===== src/rtl/spi_fifo_pkg.sv =====
// Shared definitions for the FIFO-buffered SPI master block:
// register offsets, STATUS/CTRL bit positions, CTRL layout, engine states.
package spi_fifo_pkg;

    localparam logic [1:0] OFF_DATA   = 2'd0;
    localparam logic [1:0] OFF_STATUS = 2'd1;
    localparam logic [1:0] OFF_CTRL   = 2'd2;
    localparam logic [1:0] OFF_DIV    = 2'd3;

    localparam int ST_BUSY     = 0;
    localparam int ST_TX_FULL  = 1;
    localparam int ST_TX_EMPTY = 2;
    localparam int ST_RX_FULL  = 3;
    localparam int ST_RX_EMPTY = 4;
    localparam int ST_RX_OVR   = 5;
    localparam int ST_TX_OVF   = 6;
    localparam int ST_RXCNT_LO = 8;

    localparam int CT_CLR      = 31;
    localparam int CT_W        = 7;

    // Bit order matches CTRL[6:0]: idx[6:4] irq_en[3] cpha[2] cpol[1] en[0]
    typedef struct packed {
        logic [2:0] idx;
        logic       irq_en;
        logic       cpha;
        logic       cpol;
        logic       en;
    } ctrl_t;

    typedef enum logic [1:0] {
        ENG_IDLE,
        ENG_SETUP,
        ENG_SHIFT,
        ENG_HOLD
    } eng_state_e;

endpackage


===== src/rtl/spi_sync_fifo.sv =====
// Single-clock FIFO with occupancy count, full and empty flags.
// Ports: clk_i, rst_ni, push_i/wdata_i, pop_i/rdata_o (show-ahead), count_o, full_o, empty_o.
module spi_sync_fifo #(
    parameter int DEPTH = 4,
    parameter int WIDTH = 32
) (
    input  logic                     clk_i,
    input  logic                     rst_ni,
    input  logic                     push_i,
    input  logic [WIDTH-1:0]         wdata_i,
    input  logic                     pop_i,
    output logic [WIDTH-1:0]         rdata_o,
    output logic [$clog2(DEPTH):0]   count_o,
    output logic                     full_o,
    output logic                     empty_o
);

    localparam int AW = $clog2(DEPTH);
    localparam int CW = AW + 1;

    logic [WIDTH-1:0] mem_q [DEPTH];
    logic [AW-1:0]    rptr_q, wptr_q;
    logic [CW-1:0]    cnt_q;
    logic             do_pop, do_push;

    assign empty_o = (cnt_q == '0);
    assign full_o  = (cnt_q == CW'(DEPTH));
    assign count_o = cnt_q;
    assign rdata_o = mem_q[rptr_q];

    // A pop frees a slot in the same cycle, so a push into a full FIFO
    // is accepted when it coincides with a pop.
    assign do_pop  = pop_i & ~empty_o;
    assign do_push = push_i & (~full_o | do_pop);

    always_ff @(posedge clk_i) begin
        if (do_push) mem_q[wptr_q] <= wdata_i;
    end

    always_ff @(posedge clk_i or negedge rst_ni) begin
        if (!rst_ni) begin
            rptr_q <= '0;
            wptr_q <= '0;
            cnt_q  <= '0;
        end else begin
            if (do_push) wptr_q <= wptr_q + AW'(1);
            if (do_pop)  rptr_q <= rptr_q + AW'(1);
            case ({do_push, do_pop})
                2'b10:   cnt_q <= cnt_q + CW'(1);
                2'b01:   cnt_q <= cnt_q - CW'(1);
                default: cnt_q <= cnt_q;
            endcase
        end
    end

endmodule


===== src/rtl/spi_fifo_slave.sv =====
// Bus-mapped SPI master with TX/RX FIFOs, 4-register window, level irq.
// Ports: HCLK_i/HRESETn_i, bus (HADDR_bi, HWDATA_bi, HWRITE_i, CS_bi, HRDATA_bo), SPI (sclk_o, mosi_o, miso_i, cs_bo), irq_o.
module spi_fifo_slave #(
    parameter int BASE_ADDR = 0,
    parameter int DATA_W    = 32,
    parameter int DEPTH     = 4,
    parameter int N_CS      = 4,
    parameter int DIV_RESET = 10
) (
    input  logic              HCLK_i,
    input  logic              HRESETn_i,
    input  logic [31:0]       HADDR_bi,
    input  logic [31:0]       HWDATA_bi,
    input  logic              HWRITE_i,
    input  logic [2:0]        CS_bi,
    output logic [31:0]       HRDATA_bo,
    output logic              sclk_o,
    output logic              mosi_o,
    input  logic              miso_i,
    output logic [N_CS-1:0]   cs_bo,
    output logic              irq_o
);

    import spi_fifo_pkg::*;

    localparam int         CW    = $clog2(DEPTH) + 1;
    localparam logic [6:0] EDGES = 7'(2 * DATA_W);

    // Bus decode
    logic [31:0] offs;
    logic        hit, wr, rd_any;
    logic [1:0]  reg_sel;
    logic        unused_hw;

    assign offs      = HADDR_bi - 32'(BASE_ADDR);
    assign hit       = (CS_bi != 3'd0) && (offs < 32'd16);
    assign reg_sel   = HADDR_bi[3:2];
    assign wr        = hit & HWRITE_i;
    assign rd_any    = (CS_bi != 3'd0) & ~HWRITE_i;
    assign unused_hw = ^HWDATA_bi;

    // Register state
    ctrl_t       ctrl_q;
    logic [15:0] div_q;
    logic        tx_ovf_q, tx_ovf_d;
    logic        rx_ovr_q, rx_ovr_d;
    logic        irq_q, irq_d;
    logic [31:0] rdata_q, rdata_d;
    logic        clr;

    // FIFOs
    logic              tx_push, tx_pop, tx_full, tx_empty;
    logic              rx_push, rx_pop, rx_full, rx_empty;
    logic [DATA_W-1:0] tx_rdata, rx_rdata;
    logic [CW-1:0]     tx_cnt, rx_cnt;
    logic              unused_txcnt;

    assign unused_txcnt = ^tx_cnt;

    // Engine state
    eng_state_e        state_q;
    logic [15:0]       div_e_q, cnt_q, div_eff;
    logic [6:0]        edge_q;
    logic              cpha_q, sclk_q, mosi_q;
    logic [DATA_W-1:0] txsh_q, rxsh_q;
    logic [N_CS-1:0]   cs_q, cs_sel;
    logic              edge_fire, lead, busy;

    assign tx_push = wr & (reg_sel == OFF_DATA);
    assign rx_pop  = hit & ~HWRITE_i & (reg_sel == OFF_DATA);
    assign tx_pop  = (state_q == ENG_IDLE) & ctrl_q.en & ~tx_empty;
    assign rx_push = (state_q == ENG_SHIFT) & (cnt_q == 16'd0)
                   & (edge_q == EDGES);

    spi_sync_fifo #(.DEPTH(DEPTH), .WIDTH(DATA_W)) u_tx_fifo (
        .clk_i   (HCLK_i),
        .rst_ni  (HRESETn_i),
        .push_i  (tx_push),
        .wdata_i (HWDATA_bi[DATA_W-1:0]),
        .pop_i   (tx_pop),
        .rdata_o (tx_rdata),
        .count_o (tx_cnt),
        .full_o  (tx_full),
        .empty_o (tx_empty)
    );

    spi_sync_fifo #(.DEPTH(DEPTH), .WIDTH(DATA_W)) u_rx_fifo (
        .clk_i   (HCLK_i),
        .rst_ni  (HRESETn_i),
        .push_i  (rx_push),
        .wdata_i (rxsh_q),
        .pop_i   (rx_pop),
        .rdata_o (rx_rdata),
        .count_o (rx_cnt),
        .full_o  (rx_full),
        .empty_o (rx_empty)
    );

    assign busy    = (state_q != ENG_IDLE);
    assign clr     = wr & (reg_sel == OFF_CTRL) & HWDATA_bi[CT_CLR];
    assign div_eff = (div_q == 16'd0) ? 16'd1 : div_q;

    // Sticky flags: a new event in the clearing cycle still latches.
    assign tx_ovf_d = (tx_ovf_q & ~clr) | (tx_push & tx_full & ~tx_pop);
    assign rx_ovr_d = (rx_ovr_q & ~clr) | (rx_push & rx_full & ~rx_pop);
    assign irq_d    = ctrl_q.irq_en & (~rx_empty | rx_ovr_q);

    always_comb begin
        rdata_d = 32'd0;
        if (hit) begin
            case (reg_sel)
                OFF_DATA: begin
                    if (!rx_empty) rdata_d = 32'(rx_rdata);
                end
                OFF_STATUS: begin
                    rdata_d[ST_BUSY]     = busy;
                    rdata_d[ST_TX_FULL]  = tx_full;
                    rdata_d[ST_TX_EMPTY] = tx_empty;
                    rdata_d[ST_RX_FULL]  = rx_full;
                    rdata_d[ST_RX_EMPTY] = rx_empty;
                    rdata_d[ST_RX_OVR]   = rx_ovr_q;
                    rdata_d[ST_TX_OVF]   = tx_ovf_q;
                    rdata_d[ST_RXCNT_LO +: 8] = 8'(rx_cnt);
                end
                OFF_CTRL: rdata_d = {25'd0, ctrl_q};
                default:  rdata_d = {16'd0, div_q};
            endcase
        end
    end

    always_ff @(posedge HCLK_i or negedge HRESETn_i) begin
        if (!HRESETn_i) begin
            ctrl_q   <= '0;
            div_q    <= 16'(DIV_RESET);
            tx_ovf_q <= 1'b0;
            rx_ovr_q <= 1'b0;
            irq_q    <= 1'b0;
            rdata_q  <= 32'd0;
        end else begin
            if (wr && reg_sel == OFF_CTRL) ctrl_q <= ctrl_t'(HWDATA_bi[CT_W-1:0]);
            if (wr && reg_sel == OFF_DIV)  div_q  <= HWDATA_bi[15:0];
            tx_ovf_q <= tx_ovf_d;
            rx_ovr_q <= rx_ovr_d;
            irq_q    <= irq_d;
            if (rd_any) rdata_q <= rdata_d;
        end
    end

    always_comb begin
        cs_sel = '1;
        for (int i = 0; i < N_CS; i++) begin
            if (ctrl_q.idx == 3'(i)) cs_sel[i] = 1'b0;
        end
    end

    // Edge 1 fires as SETUP expires; odd edge numbers are leading edges.
    assign edge_fire = (cnt_q == 16'd0)
                     & ((state_q == ENG_SETUP)
                     | ((state_q == ENG_SHIFT) & (edge_q != EDGES)));
    assign lead      = (state_q == ENG_SETUP) | ~edge_q[0];

    always_ff @(posedge HCLK_i or negedge HRESETn_i) begin
        if (!HRESETn_i) begin
            state_q <= ENG_IDLE;
            div_e_q <= 16'd1;
            cnt_q   <= 16'd0;
            edge_q  <= 7'd0;
            cpha_q  <= 1'b0;
            sclk_q  <= 1'b0;
            mosi_q  <= 1'b0;
            txsh_q  <= '0;
            rxsh_q  <= '0;
            cs_q    <= '1;
        end else begin
            unique case (state_q)
                ENG_IDLE: begin
                    cs_q   <= '1;
                    sclk_q <= ctrl_q.cpol;
                    if (tx_pop) begin
                        state_q <= ENG_SETUP;
                        div_e_q <= div_eff;
                        cnt_q   <= div_eff - 16'd1;
                        cpha_q  <= ctrl_q.cpha;
                        cs_q    <= cs_sel;
                        if (!ctrl_q.cpha) begin
                            mosi_q <= tx_rdata[DATA_W-1];
                            txsh_q <= {tx_rdata[DATA_W-2:0], 1'b0};
                        end else begin
                            txsh_q <= tx_rdata;
                        end
                    end
                end
                ENG_SETUP: begin
                    if (cnt_q == 16'd0) begin
                        state_q <= ENG_SHIFT;
                        cnt_q   <= div_e_q - 16'd1;
                        edge_q  <= 7'd1;
                    end else begin
                        cnt_q <= cnt_q - 16'd1;
                    end
                end
                ENG_SHIFT: begin
                    if (cnt_q == 16'd0) begin
                        cnt_q <= div_e_q - 16'd1;
                        if (edge_q == EDGES) state_q <= ENG_HOLD;
                        else                 edge_q  <= edge_q + 7'd1;
                    end else begin
                        cnt_q <= cnt_q - 16'd1;
                    end
                end
                ENG_HOLD: begin
                    if (cnt_q == 16'd0) begin
                        state_q <= ENG_IDLE;
                        cs_q    <= '1;
                    end else begin
                        cnt_q <= cnt_q - 16'd1;
                    end
                end
                default: state_q <= ENG_IDLE;
            endcase
            if (edge_fire) begin
                sclk_q <= ~sclk_q;
                if (lead == cpha_q) begin
                    mosi_q <= txsh_q[DATA_W-1];
                    txsh_q <= {txsh_q[DATA_W-2:0], 1'b0};
                end else begin
                    rxsh_q <= {rxsh_q[DATA_W-2:0], miso_i};
                end
            end
        end
    end

    assign HRDATA_bo = rdata_q;
    assign sclk_o    = sclk_q;
    assign mosi_o    = mosi_q;
    assign cs_bo     = cs_q;
    assign irq_o     = irq_q;

endmodule

===== config.mk =====
export PLATFORM = sky130hd
export DESIGN_NAME = spi_fifo_slave
export DESIGN_NICKNAME = d
export VERILOG_FILES = /design/src/rtl/spi_fifo_pkg.sv /design/src/rtl/spi_sync_fifo.sv /design/src/rtl/spi_fifo_slave.sv
export SDC_FILE = /design/constraint.sdc
export NUM_CORES = 1
export LEC_CHECK = 0
export CAP_MARGIN = 20
export CORE_MARGIN = 2
export CORE_UTILIZATION = 55
export DETAILED_ROUTE_END_ITERATION = 10
export PLACE_DENSITY_LB_ADDON = 0.1
export SKIP_CTS_REPAIR_TIMING = 1
export SLEW_MARGIN = 10
export SYNTH_ARGS = -nofsm -noshare
export SYNTH_HDL_FRONTEND = slang
export SYNTH_SLANG_ARGS = --single-unit

===== constraint.sdc =====
create_clock -name HCLK_i -period 3.7 [get_ports HCLK_i]
set_input_delay 0.37 -clock HCLK_i [delete_from_list [all_inputs] [get_ports HCLK_i]]
set_output_delay 0.37 -clock HCLK_i [all_outputs]
set_load 0.02 [all_outputs]

==> results of run 1 <==
-- area by class of cell --
class                   count  area [um^2]  area share
clock buffers              65         1260      0.0570
well taps                 455          569      0.0257
flip-flops and latches    440        12300       0.555
multi-input cells         782         6260       0.282
clock inverters            21          175     0.00790
inverters                  24         90.1     0.00406
repair buffers            157         1500      0.0677
-- synthesized netlist by cell type, types with 5 or more instances --
| cell | instances | area, um^2 |
|---|---|---|
| dfrtp_1 | 177 | 4430 |
| or3_1 | 7 | 43.8 |
| clkbuf_1 | 43 | 161 |
| mux2_2 | 29 | 327 |
| ha_1 | 17 | 213 |
| inv_1 | 24 | 90.1 |
| a22o_1 | 27 | 236 |
| mux4_2 | 64 | 1440 |
| nand3_1 | 24 | 120 |
| o22ai_1 | 6 | 37.5 |
| nand2_1 | 133 | 499 |
| nor4_1 | 20 | 125 |
| buf_2 | 16 | 80.1 |
| and2_1 | 13 | 81.3 |
| mux2_4 | 30 | 450 |
| a22oi_1 | 13 | 97.6 |
| nand2b_1 | 5 | 31.3 |
| a31oi_1 | 5 | 31.3 |
| nand4_1 | 9 | 56.3 |
| a221oi_1 | 9 | 78.8 |
| edfxtp_1 | 256 | 7690 |
| dfstp_2 | 7 | 184 |
| nor2_1 | 71 | 267 |
| mux2i_1 | 41 | 410 |
| o21ai_0 | 74 | 370 |
| xor2_1 | 23 | 201 |
| xnor2_1 | 18 | 158 |
| buf_1 | 9 | 33.8 |
| a21oi_1 | 62 | 310 |
| nor3_1 | 17 | 85.1 |
| o31ai_1 | 5 | 37.5 |
-- path summary, 6_finish.rpt --
check | start | slack, ns | endpoint | cells past startpoint
worst max-delay path | cnt_q[0]$_DFFE_PN0P_ | 0.61 | u_rx_fifo.mem_q[0][0]$_DFFE_PP_ | 9
worst min-delay path | HRESETn_i | -0.05 | div_q[8]$_DFFE_PN0P_ | 1
worst max register to register | cnt_q[0]$_DFFE_PN0P_ | 0.61 | u_rx_fifo.mem_q[0][0]$_DFFE_PP_ | 9
worst min register to register | txsh_q[11]$_DFF_PN0_ | 0.48 | txsh_q[12]$_DFF_PN0_ | 2
max in group asynchronous | HRESETn_i | 2.80 | u_rx_fifo.rptr_q[0]$_DFFE_PN0P_ | 2
min in group HCLK_i | miso_i | 0.44 | rxsh_q[0]$_DFFE_PN0P_ | 2
-- cell families (layout without fill, tap and decap cells) --
group / Yosys count / count (layout)
adders and majority gates: 19 / 19
buffers and inverters: 96 / 267
DFF: 440 / 440
AOI/OAI and AO/OA: 228 / 228
xor gates and xnor gates: 41 / 41
and+or+nand+nor: 330 / 330
muxes: 164 / 164
-- power breakdown --
part | switching [mW] | total [mW] | internal (mW)
Clock | 1.86 | 4.40 | 2.54
Combinational | 0.162 | 0.273 | 0.111
Sequential | 0.00797 | 5.20 | 5.19
Total | 2.03 | 9.87 | 7.84
-- registers in the layout, indices dropped and copies added, names as in the netlist, 2 cells and up --
register,cells
HRDATA_bo,32
cnt_q,16
cs_bo,4
ctrl_q,7
div_e_q,16
div_q,16
edge_q,7
rxsh_q,32
state_q,2
txsh_q,32
u_rx_fifo.count_o,3
u_rx_fifo.mem_q,128
u_rx_fifo.rptr_q,2
u_rx_fifo.wptr_q,2
u_tx_fifo.count_o,3
u_tx_fifo.mem_q,128
u_tx_fifo.rptr_q,2
u_tx_fifo.wptr_q,2
-- stage by stage --
| stage | utilization | worst slack [ns] |
|---|---|---|
| after global placement | 0.604 | 0.616 |
| final | 0.646 | 0.614 |
| after CTS | 0.646 | 0.605 |
| after detailed placement | 0.604 | 0.615 |
| after floorplan | - | 0.513 |
| after global routing | 0.646 | 0.430 |
-- critical path, stage by stage (launching register included) --
cell,delay (ns)
dfrtp_1,0.40
inv_1,0.12
ha_1,0.18
or3b_1,0.49
nor3_2,0.30
nand4_1,0.15
buf_4,0.21
o21ba_2,0.37
and2_1,0.18
buf_4,0.32
-- routing by layer --
metal | share of wire | wire length [um] | global-route usage | up-vias
li1 | - | - | - | 5247
met1 | 0.46 | 18900 | 0.345 | 5739
met2 | 0.47 | 19300 | 0.372 | 293
met3 | 0.049 | 2000 | 0.0362 | 68
met4 | 0.024 | 968 | 0.0698 | 2
met5 | 0.00027 | 11 | 0 | -
==> run_results.csv, run 1 <==
group,metric,value,unit
run_status,status,"finished, violations left",
run_status,violations,"hold timing",
sta,hold_viol_final,71,
run,maxCapViolCount,0,
sta,worst_pin_slew,1.11,ns
layout,drive_gt1_frac,0.175,
worst_setup_path,endpoint_kind,"flop",
floorplan,dieArea,0.0360,mm^2
worst_hold_path,hp-class,"primary input to asynchronous set/reset pin",
worst_setup_path,crit_path_start_kind,"flop",
synth,synth_adder_area_share,0.0133,
placed_design,place_congestion,0.810,
worst_setup_path,required,3.91,ns
clocking,cts_tree,"built",
floorplan,die_h,190,um
sta,maxSlewHeadroom,0.257,
synth,synth-compound-area-share,0.0760,
layout,finalInstanceArea,0.0222,mm^2
route,vias,11300,
synth,synth_edf_count,256,
sta,slew_viol_final,0,
synth,yosys_warnings,0,
global_route,antenna_found_initial,1,
power,pwr_density_cell,445,mW/mm^2
floorplan,die_width,190,um
sta,hold_ws,-0.0493,ns
route,first_pass_iters,5,
global_route,grt_usage,0.236,
global_route,grt_pass1_vias,11600,
layout,final_common_cell,"edfxtp_1",
synth,synth_mux_area_frac,0.139,
sta,period_share,0.834,
layout,antenna_cells,0,
synth,avgSynthCellArea,14.4,um^2
worst_setup_path,arrival,3.30,ns
synth,ys_ff_latch,440,
placed_design,dpl.cell_count,1858,
clocking,cts_buffers,46,
global_route,grt_start_max_net_pins,105,
sta,rsz0062_at_grt,"no",
placed_design,portBuffers,107,
floorplan,row_count,68,
floorplan,num_io_pins,110,
clocking,clk_pin_slew,0.07,ns
power,p_leak,8.76,nW
layout,area_growth,16.8,%
worst_setup_path,critPathKind,"flop to flop",
synth,netlist_area,0.0190,mm^2
synth,syn_inst,1318,
floorplan,start_util,0.553,
layout,stdcell_count,1944,
sta,finalSetupViolations,0,
power,ir_drop,375,uV
placed_design,place_area,0.0207,mm^2
floorplan,core_area,0.0343,mm^2
route,drc,0,
sta,fin_worst_skew,0.0339,ns
layout,final_nets,1541,
route,routed_wl,41.2,mm
sta,fin_tns_setup,0,ns
synth,synthArstFlopShare,0.418,
global_route,grt_pass1_wl,65.4,mm
clocking,cts-htree-levels,2,
synth,synth_cell_types,67,
global_route,overflow,0,
layout,final.fill_count,2475,
synth,synth_top_family_by_area,"multiplexers",
route,wl_per_cell,21.2,um
route,dr.first_iter.drc_count,866,
route,viasPerCell,5.84,
worst_setup_path,crit_fanout,20,
clocking,clockBufferDepth,3,
synth,seq_area_frac_synth,0.648,
placed_design,place_hpwl,27.1,mm
sta,fin_crit,3.09,ns
power,total_power,9.87,mW
synth,synth_xor_area_frac,0.0189,
route,antenna_left,0,
clocking,clock-sinks,440,
layout,final_cell_mix,"edfxtp_1, dfrtp_1, nand2_1, clkdlybuf4s50_1, o21ai_0",
sta,fmax,0.324,GHz
clocking,worstSkewPairLatency,0.57,ns
synth,synthSimpleGateAreaFrac,0.0819,
clocking,root_buffer,"clkbuf_16",
synth,synth_flop_cell,"edfxtp_1",
synth,syn-num-nets,1408,
(Power assumes the default switching activity.)
==> run 2, diff against run 1 <==
CORE_UTILIZATION = 54   (was 55)
clock period = 2.55 ns   (was 3.7 ns; I/O delays follow)
==> run_results.csv, run 2 (same netlist as run 1, synthesis figures left out) <==
group,metric,value,unit
layout,final_nets,1619,
route,first_pass_iters,6,
clocking,worstSkewPairLatency,0.55,ns
floorplan,core_area,0.0345,mm^2
power,p_leak,9.34,nW
run_status,violations,"setup timing",
power,switchingPower,2.96,mW
route,antenna_left,0,
route,viasPerCell,5.76,
sta,rsz0062_at_grt,"yes",
worst_setup_path,crit_fanout,7,
sta,slew_viol_final,0,
global_route,grt_start_max_net_pins,85,
worst_setup_path,r2r_slack,-0.05,ns
layout,finalCoreUtilization,0.673,
sta,maxSlewHeadroom,0.540,
sta,fmax,0.385,GHz
power,p_sw_frac,0.198,
power,p_clk_frac,0.466,
worst_setup_path,rr_worst_depth,9,
route,routed_wl,42.5,mm
clocking,clk_pin_slew,0.06,ns
layout,largestRegisters,"u_rx_fifo.mem_q (128), u_tx_fifo.mem_q (128)",
floorplan,start_util,0.549,
route,dr.first_iter.drc_count,806,
power,ir_drop,527,uV
route,drc,0,
route,wl_per_cell,21.0,um
worst_hold_path,hp-class,"primary input to asynchronous set/reset pin",
placed_design,place_hpwl,28.8,mm
global_route,overflow,0,
clocking,clock-sinks,440,
power,pwr_density_cell,643,mW/mm^2
floorplan,dieArea,0.0367,mm^2
global_route,grt_pass1_vias,11600,
floorplan,die_width,191,um
route,vias,11600,
clocking,root_buffer,"clkbuf_16",
placed_design,portBuffers,107,
worst_setup_path,crit_path_start_kind,"flop",
worst_setup_path,crit_family,"simple AND/OR/NAND/NOR gates",
placed_design,place_congestion,0.844,
power,p_int,12.0,mW
worst_setup_path,critPathKind,"flop to flop",
worst_setup_path,crit_path_top_delay_cell,"or3b_4",
layout,final_cell_mix,"edfxtp_1, dfrtp_1, nand2_1, clkdlybuf4s50_1, buf_4",
clocking,cts_tree,"built",
clocking,cts-htree-levels,2,
power,seqPwrFrac,0.504,
sta,fin_worst_skew,0.0194,ns
worst_setup_path,arrival,3.03,ns
sta,worst_pin_slew,0.690,ns
run_status,status,"finished, violations left",
run,maxCapViolCount,0,
sta,fin_crit,2.60,ns
floorplan,row_count,68,
worst_setup_path,required,2.98,ns
global_route,grt_pass1_wl,65.8,mm
worst_setup_path,critical-path-max-stage-delay,0.40,ns
layout,final_common_cell,"edfxtp_1",
sta,hold_ws,0.288,ns
worst_setup_path,r2r_end,"rxsh_q[10]$_DFFE_PN0P_",
sta,fin_ws,-0.0478,ns
layout,antenna_cells,0,
layout,drive_gt1_frac,0.234,
worst_setup_path,critPathBufInv,3,
sta,finalSetupViolations,33,
power,power_frac_comb,0.030,
clocking,clockBufferDepth,3,
floorplan,num_io_pins,110,
sta,period_share,1.02,
layout,area_growth,22.6,%
global_route,antenna_found_initial,0,
placed_design,dp_slack,-0.159,ns
worst_setup_path,endpoint_kind,"flop",
clocking,cts_buffers,46,
sta,hold_viol_final,0,
floorplan,die_h,191,um
global_route,grt_usage,0.236,
worst_setup_path,path_cells,"inv_2, ha_2, or3b_4, buf_6, or3_4, nor2_4, o311a_4, clkbuf_16, mux2_4",
worst_setup_path,r2r_start,"cnt_q[0]$_DFFE_PN0P_",
run 2: changes by cell type in the layout (fill, tap and decap cells not counted), moves of 3 or more:
cell,previous run,this run
and2_2,0,4
clkbuf_1,16,11
bufinv_16,2,8
and2_4,0,5
clkinv_1,10,4
buf_6,0,5
inv_6,3,0
buf_12,4,23
clkinv_2,3,7
buf_4,46,98
and2_1,13,4
run 2: worst max-delay path by stage:
| stage | startpoint | to | depth (start not counted) |
|---|---|---|---|
| final | cnt_q[0]$_DFFE_PN0P_ | rxsh_q[10]$_DFFE_PN0P_ | 9 |
| after global routing | cnt_q[1]$_DFFE_PN0P_ | rxsh_q[10]$_DFFE_PN0P_ | 9 |
| after CTS | cnt_q[0]$_DFFE_PN0P_ | rxsh_q[18]$_DFFE_PN0P_ | 9 |
| after detailed placement | HADDR_bi[14] | u_tx_fifo.mem_q[1][10]$_DFFE_PP_ | 8 |
| after global placement | HADDR_bi[14] | u_tx_fifo.mem_q[1][8]$_DFFE_PP_ | 8 |
| after floorplan | cnt_q[0]$_DFFE_PN0P_ | rxsh_q[10]$_DFFE_PN0P_ | 9 |
run 2: power by group through the flow:
stage,clock (mW),sequential [mW],combinational [mW]
2_1_floorplan,0,7.68,0.142
3_3_place_gp,0,7.68,0.429
3_5_place_dp,0,7.68,0.437
4_1_cts,7.12,7.54,0.438
5_1_grt,7.40,7.54,0.490
6_report,6.97,7.54,0.450
run 2: worst register-to-register path, stage by stage, from the launching register on:
cell	delay [ns]
dfrtp_1	0.39
inv_2	0.06
ha_2	0.17
or3b_4	0.41
buf_6	0.14
or3_4	0.40
nor2_4	0.12
o311a_4	0.30
clkbuf_16	0.20
mux2_4	0.30
run 2: cell type report:
type,instances,area [um^2]
Fill cell,2503,11300
Multi-Input combinational cell,782,6330
Sequential cell,440,12300
Inverter,24,90.1
Clock buffer,61,1250
Tap cell,455,569
Clock inverter,24,352
Timing Repair Buffer,235,2360
run 2: layer usage:
layer	global-route usage	vias to the layer above	routed length, um
met3	0.0397	50	2290
met2	0.380	294	20700
met4	0.0592	0	771
li1	-	5384	-
met5	0	-	0
met1	0.339	5911	18700
run 2: through the flow:
step	std cells	total power, mW	setup TNS (ns)	cell area [um^2]
after floorplan	1318	7.82	0	19000
after CTS	2016	15.1	-1.72	23100
final	2021	15.0	-0.859	23300
after global placement	1931	8.11	-32.58	21500
after detailed placement	1931	8.12	-30.42	21500
after global routing	2021	15.4	-3.43	23300
